==> src/rtl/traffic_display_scan_pkg.sv <==
// traffic_disp_pkg: shared constants and helpers for the traffic display scanner
package traffic_disp_pkg;
  localparam logic [6:0] SEG_BLANK = 7'h7F;
  localparam logic [6:0] SEG_DASH = 7'b0111111;
  localparam logic [1:0] IDX_AL = 2'd0;
  localparam logic [1:0] IDX_AH = 2'd1;
  localparam logic [1:0] IDX_BL = 2'd2;
  localparam logic [1:0] IDX_BH = 2'd3;
  localparam int DEF_DWELL = 4;
  localparam int DEF_BLINK_DIV = 8;
  localparam int DEF_BLINK_THR = 5;
  function automatic logic [7:0] bcd_val(input logic [3:0] h, input logic [3:0] l);
    return {1'b0, h, 3'b0} + {3'b0, h, 1'b0} + {4'b0, l};
  endfunction
endpackage

==> src/rtl/traffic_display_scan_if.sv <==
// traffic_display_scan_if: controller snapshot inputs and display/lamp outputs
interface traffic_display_scan_if;
  logic upd;
  logic [3:0] a_time_l, a_time_h, b_time_l, b_time_h;
  logic a_light, b_light;
  logic [6:0] seg;
  logic [3:0] dig_en;
  logic a_red, a_yel, a_grn, b_red, b_yel, b_grn, fault;
  modport master (
    output upd, a_time_l, a_time_h, b_time_l, b_time_h, a_light, b_light,
    input seg, dig_en, a_red, a_yel, a_grn, b_red, b_yel, b_grn, fault
  );
  modport slave (
    input upd, a_time_l, a_time_h, b_time_l, b_time_h, a_light, b_light,
    output seg, dig_en, a_red, a_yel, a_grn, b_red, b_yel, b_grn, fault
  );
endinterface

==> src/rtl/bcd_seg7_enc.sv <==
// bcd_seg7_enc: BCD digit to active-low {g,f,e,d,c,b,a}, dash for 10..15
module bcd_seg7_enc
  import traffic_disp_pkg::*;
(
  input  logic [3:0] bcd,
  output logic [6:0] seg
);
  always_comb begin
    case (bcd)
      4'd0: seg = 7'b1000000;
      4'd1: seg = 7'b1111001;
      4'd2: seg = 7'b0100100;
      4'd3: seg = 7'b0110000;
      4'd4: seg = 7'b0011001;
      4'd5: seg = 7'b0010010;
      4'd6: seg = 7'b0000010;
      4'd7: seg = 7'b1111000;
      4'd8: seg = 7'b0000000;
      4'd9: seg = 7'b0010000;
      default: seg = SEG_DASH;
    endcase
  end
endmodule

==> src/rtl/traffic_display_scan.sv <==
// traffic_display_scan: snapshot of controller time/lights, muxed 7-seg scan and lamp decode
module traffic_display_scan
  import traffic_disp_pkg::*;
#(
  parameter int DWELL = DEF_DWELL,
  parameter int BLINK_DIV = DEF_BLINK_DIV,
  parameter int BLINK_THR = DEF_BLINK_THR
) (
  input logic CLK,
  input logic reset,
  traffic_display_scan_if.slave bus
);
  localparam int DW = $clog2(DWELL);
  localparam int BW = BLINK_DIV > 1 ? $clog2(BLINK_DIV) : 1;
  logic [3:0] al, ah, bl, bh, cur;
  logic alt, blt, phase, a_blink, b_blink, lz;
  logic [DW-1:0] dwell;
  logic [1:0] idx;
  logic [BW-1:0] bcnt;
  logic [6:0] enc, cur_seg;
  bcd_seg7_enc u_enc (.bcd(cur), .seg(enc));
  always_comb begin
    a_blink = phase && alt && al <= 4'd9 && ah <= 4'd9 && int'(bcd_val(ah, al)) < BLINK_THR;
    b_blink = phase && blt && bl <= 4'd9 && bh <= 4'd9 && int'(bcd_val(bh, bl)) < BLINK_THR;
    cur = idx == IDX_AL ? al : idx == IDX_AH ? ah : idx == IDX_BL ? bl : bh;
    // an H zero is only a leading zero when its L partner is a real digit
    lz = idx[0] && cur == 4'd0 && (idx[1] ? bl : al) <= 4'd9;
    cur_seg = (lz || (idx[1] ? b_blink : a_blink)) ? SEG_BLANK : enc;
  end
  always_ff @(posedge CLK) begin
    if (!reset) begin
      {al, ah, bl, bh, alt, blt} <= '0;
      dwell <= '0;
      idx <= '0;
      bcnt <= '0;
      phase <= 1'b0;
      bus.seg <= SEG_BLANK;
      bus.dig_en <= 4'hF;
    end else begin
      if (bus.upd)
        {al, ah, bl, bh, alt, blt} <= {bus.a_time_l, bus.a_time_h, bus.b_time_l, bus.b_time_h, bus.a_light, bus.b_light};
      dwell <= dwell == DW'(DWELL - 1) ? '0 : dwell + 1'b1;
      if (dwell == DW'(DWELL - 1)) idx <= idx + 2'd1;
      bcnt <= bcnt == BW'(BLINK_DIV - 1) ? '0 : bcnt + 1'b1;
      if (bcnt == BW'(BLINK_DIV - 1)) phase <= ~phase;
      bus.dig_en <= dwell == '0 ? 4'hF : ~(4'b1 << idx);
      bus.seg <= dwell == '0 ? SEG_BLANK : cur_seg;
    end
  end
  assign bus.a_grn = alt & ~blt;
  assign bus.a_red = blt;
  assign bus.a_yel = ~alt & ~blt;
  assign bus.b_grn = blt & ~alt;
  assign bus.b_red = alt;
  assign bus.b_yel = ~alt & ~blt;
  assign bus.fault = alt & blt;
endmodule

==> src/flat_wrapper.sv <==
// flat-port wrapper written by rule: the top's interface ports become plain ports
module traffic_display_scan_flat import traffic_disp_pkg::*;
#(
  parameter int DWELL = DEF_DWELL,
  parameter int BLINK_DIV = DEF_BLINK_DIV,
  parameter int BLINK_THR = DEF_BLINK_THR
)
  (CLK, reset, bus_upd, bus_a_time_l, bus_a_time_h, bus_b_time_l, bus_b_time_h, bus_a_light, bus_b_light, bus_seg, bus_dig_en, bus_a_red, bus_a_yel, bus_a_grn, bus_b_red, bus_b_yel, bus_b_grn, bus_fault);
  traffic_display_scan_if bus_i ();
  input logic CLK;
  input logic reset;
  input wire logic [$bits(bus_i.upd)-1:0] bus_upd;
  input wire logic [$bits(bus_i.a_time_l)-1:0] bus_a_time_l;
  input wire logic [$bits(bus_i.a_time_h)-1:0] bus_a_time_h;
  input wire logic [$bits(bus_i.b_time_l)-1:0] bus_b_time_l;
  input wire logic [$bits(bus_i.b_time_h)-1:0] bus_b_time_h;
  input wire logic [$bits(bus_i.a_light)-1:0] bus_a_light;
  input wire logic [$bits(bus_i.b_light)-1:0] bus_b_light;
  output wire logic [$bits(bus_i.seg)-1:0] bus_seg;
  output wire logic [$bits(bus_i.dig_en)-1:0] bus_dig_en;
  output wire logic [$bits(bus_i.a_red)-1:0] bus_a_red;
  output wire logic [$bits(bus_i.a_yel)-1:0] bus_a_yel;
  output wire logic [$bits(bus_i.a_grn)-1:0] bus_a_grn;
  output wire logic [$bits(bus_i.b_red)-1:0] bus_b_red;
  output wire logic [$bits(bus_i.b_yel)-1:0] bus_b_yel;
  output wire logic [$bits(bus_i.b_grn)-1:0] bus_b_grn;
  output wire logic [$bits(bus_i.fault)-1:0] bus_fault;
  assign bus_i.upd = bus_upd;
  assign bus_i.a_time_l = bus_a_time_l;
  assign bus_i.a_time_h = bus_a_time_h;
  assign bus_i.b_time_l = bus_b_time_l;
  assign bus_i.b_time_h = bus_b_time_h;
  assign bus_i.a_light = bus_a_light;
  assign bus_i.b_light = bus_b_light;
  assign bus_seg = bus_i.seg;
  assign bus_dig_en = bus_i.dig_en;
  assign bus_a_red = bus_i.a_red;
  assign bus_a_yel = bus_i.a_yel;
  assign bus_a_grn = bus_i.a_grn;
  assign bus_b_red = bus_i.b_red;
  assign bus_b_yel = bus_i.b_yel;
  assign bus_b_grn = bus_i.b_grn;
  assign bus_fault = bus_i.fault;
  traffic_display_scan #(.DWELL(DWELL), .BLINK_DIV(BLINK_DIV), .BLINK_THR(BLINK_THR)) u_core (.CLK(CLK), .reset(reset), .bus(bus_i));
endmodule
==> config.mk <==
export PLATFORM = sky130hd
export DESIGN_NAME = traffic_display_scan_flat
export DESIGN_NICKNAME = d
export VERILOG_FILES = /design/src/rtl/traffic_display_scan_pkg.sv /design/src/rtl/traffic_display_scan_if.sv /design/src/rtl/bcd_seg7_enc.sv /design/src/rtl/traffic_display_scan.sv /design/src/flat_wrapper.sv
export SDC_FILE = /design/constraint.sdc
export NUM_CORES = 1
export LEC_CHECK = 0
export ABC_AREA = 1
export CORE_UTILIZATION = 52
export CTS_BUF_LIST = sky130_fd_sc_hd__clkbuf_8 sky130_fd_sc_hd__clkbuf_16
export DETAILED_ROUTE_END_ITERATION = 12
export PLACE_DENSITY = 0.88
export SLEW_MARGIN = 20
export SYNTH_ARGS = -nofsm -noshare
export SYNTH_HDL_FRONTEND = slang
export SYNTH_SLANG_ARGS = --single-unit
==> constraint.sdc <==
create_clock -name CLK -period 2.6 [get_ports CLK]
set_input_delay 0.39 -clock CLK [delete_from_list [all_inputs] [get_ports CLK]]
set_output_delay 0.39 -clock CLK [all_outputs]
set_load 0.005 [all_outputs]
==> summary.txt, run 1 <==
syn_area_per_cell - 7.70 sq um
DRT iter0 DRCs - 75
cells on worst reg2reg path - 10
Hold Path Stages - 1
synthesized area - 2170 sq um
CTS tree - yes
achievable clock frequency - 419 MHz
initial core utilization - 0.543
number of global-route vias before repair - 1735
Port Buf Inserts - 38
final antenna-violating net count - 0
Clock transition at path regs - 0.07 ns
TritonRoute pass-1 iters - 5
Skew-Pair Late Insertion Delay - 0.29 ns
PnR worst setup slack - 0.213 ns
max incr delay on CP - 0.48 ns
chip height - 66.6 microns
H-tree depth - 2
R2R Path Start - u_core.al[3]
critical path class - flop to flop
Crit. End Element - flop
global-route wire length before repair - 7.42 mm
Sink Count - 37
Crit. Startpoint - u_core.al[3]
Final #Nets - 374
RSZ-0062 raised after global routing - false
layout cell share with drive strength beyond 1 - 0.0929
Final HPWL DP - 3.40 mm
Min-Delay Path Class - flop to flop
Tcrit/Tclk final - 0.918
hold_buf cts - 0
GRT Overall Usage - 0.226
Power per Cell Area - 543 nW/um^2
pre-CTS setup slack - 0.245 ns
outcome - finished clean
Crit Path Max Fanout - 7
largest net degree at the start of global routing - 22
drt drc - 0
Final min period - 2.39 ns
Startpoint Class - flop
crit path DAT - 2.57 ns
setup bufs post-CTS - 0
clk_skew - 0.00391 ns
diode count - 0
Util after Layout - 0.671
Core Area - 4000 sq um
count of pins over their slew limit - 0
r2r endpoint - u_core.bus.seg[1]
register area share after synthesis - 0.341
Final Hold Vio Count - 0
Root Buffer - clkbuf_8
# IOs - 39
post-CTS sizing - 0
commonest non-fill, non-tap cell in the layout - nand2_1
#FFs+latches synth - 37
Overall Power - 0.00146 W
via count - 1900
CP cell instances - inv_1, fa_1, fa_1, or2_2, nand4_1, nor2_1, nand2_1, nand3_1, nor2_4, nand2_1
DR vias/cell - 5.09
TritonCTS Buffers - 5
Critical-path top delay cell - fa_1
DIE WIDTH - 66.6 microns
Critical Path Sink - u_core.bus.seg[1]
final setup fails - 0
Rows - 23
Worst Tran Pin Value - 0.444 ns
setup_tns - 0 ns
GPL Wtd Cong - 0.903
YS warnings - 0
syn_nets - 334
grt total ovfl - 0
Crit path required time - 2.78 ns
Yosys cell types - 34
Slew headroom - 0.704
register-to-register setup slack - 0.21 ns
Max-Cap Viols - 0
Post-Synthesis Cells - 282
initial antenna violation count - 0
P_leak - 1.28 nW
VDD IR max - 0.293 mV
DIE AREA - 4440 sq um
commonest cells after routing, fill and taps aside - nand2_1 (44), nor2_1 (38), clkdlybuf4s50_1 (38)
area added between synthesis and finish - 23.5%
WL per Instance - 11.8 microns
final wirelength - 4.41 mm
Bufs on Longest Clock Path - 2
==> registers in the layout, summed over array words and instances (netlist names) <==
register,flops
u_core.idx,2
u_core.bcnt,3
u_core.bh,4
u_core.bus.seg,7
u_core.bus.b_red,1
u_core.dwell,2
u_core.phase,1
u_core.bl,4
u_core.al,4
u_core.bus.dig_en,4
u_core.ah,4
u_core.bus.a_red,1
==> layer usage <==
| layer | up-vias | share of wire | routed length [microns] | global-route usage |
|---|---|---|---|---|
| met4 | 0 | 0.016 | 72 | 0.0851 |
| met3 | 7 | 0.042 | 185 | 0.0582 |
| met5 | - | 0 | 0 | 0 |
| met1 | 868 | 0.44 | 1950 | 0.259 |
| met2 | 56 | 0.50 | 2200 | 0.398 |
| li1 | 969 | - | - | - |
==> Yosys cell counts, drive strengths merged <==
library cell,n,area share
a21boi,3,0.010
a21oi,16,0.044
and3,1,0.0029
buf,4,0.010
clkbuf,3,0.0052
clkinv,6,0.010
dfxtp,37,0.34
fa,4,0.037
ha,27,0.16
inv,39,0.067
nand2,51,0.10
nand3,14,0.038
nand3b,2,0.0069
nand4,1,0.0029
nor2,40,0.076
nor3,1,0.0023
o211ai,1,0.0035
o21a,1,0.0035
o21ai,26,0.067
or2,4,0.012
xnor2,1,0.0040
==> final cells by class <==
class | count | area, sq um
Inverter | 45 | 169
Timing Repair Buffer | 40 | 395
Fill cell | 356 | 1320
Sequential cell | 37 | 741
Multi-Input combinational cell | 193 | 1230
Tap cell | 50 | 62.6
Clock buffer | 5 | 68.8
Clock inverter | 3 | 17.5
==> kinds of logic (layout without fill, tap and decap cells) <==
kind of cell,count (synthesis),after routing,synth area share
simple gates,114,114,0.241
buf+inv,52,93,0.0933
compound gates,47,47,0.128
flops,37,37,0.341
fa+ha+maj,31,31,0.192
xor+xnor,1,1,0.00403
==> worst min path at each step <==
stage / from / endpoint / slack [ns]
final: u_core.bcnt[0] / u_core.bcnt[0] / 0.43
after floorplan: u_core.bcnt[0] / u_core.bcnt[0] / 0.40
after CTS: u_core.bcnt[0] / u_core.bcnt[0] / 0.43
after global routing: u_core.bcnt[0] / u_core.bcnt[0] / 0.44
after detailed placement: u_core.bcnt[0] / u_core.bcnt[0] / 0.42
after global placement: u_core.bcnt[0] / u_core.bcnt[0] / 0.41
==> power by group <==
part	internal, W	total, W	leakage, nW	switching, W
clock network	0.000185	0.000392	0.0439	0.000207
logic	0.000191	0.000416	0.926	0.000224
registers	0.000615	0.000648	0.306	0.0000325
==> worst max-delay path, delay by kind of cell, from the launching register on <==
kind	cells	cell delay, ns
adders and majority gates	2	0.93
and+or+nand+nor	7	0.86
DFF	1	0.39
buffers and inverters	1	0.09
==> through the flow <==
stage               cell area (sq um)  hold slack [ns]  std cells
floorplan                        2170            0.397        282
global placement                 2600            0.406        365
detailed placement               2600            0.423        365
CTS                              2680            0.434        373
global route                     2680            0.442        373
finish                           2680            0.428        373
Power figures use the tool's default switching activity.
==> run 2: changes to the inputs <==
--- a/config.mk
+++ b/config.mk
@@ -9,6 +9,7 @@
 export CORE_UTILIZATION = 52
 export CTS_BUF_LIST = sky130_fd_sc_hd__clkbuf_8 sky130_fd_sc_hd__clkbuf_16
 export DETAILED_ROUTE_END_ITERATION = 12
+export GPL_ROUTABILITY_DRIVEN = 0
 export PLACE_DENSITY = 0.88
 export SLEW_MARGIN = 20
 export SYNTH_ARGS = -nofsm -noshare
==> results of run 2 <==
The final DEF is identical to that of run 1; final timing and power are the same.
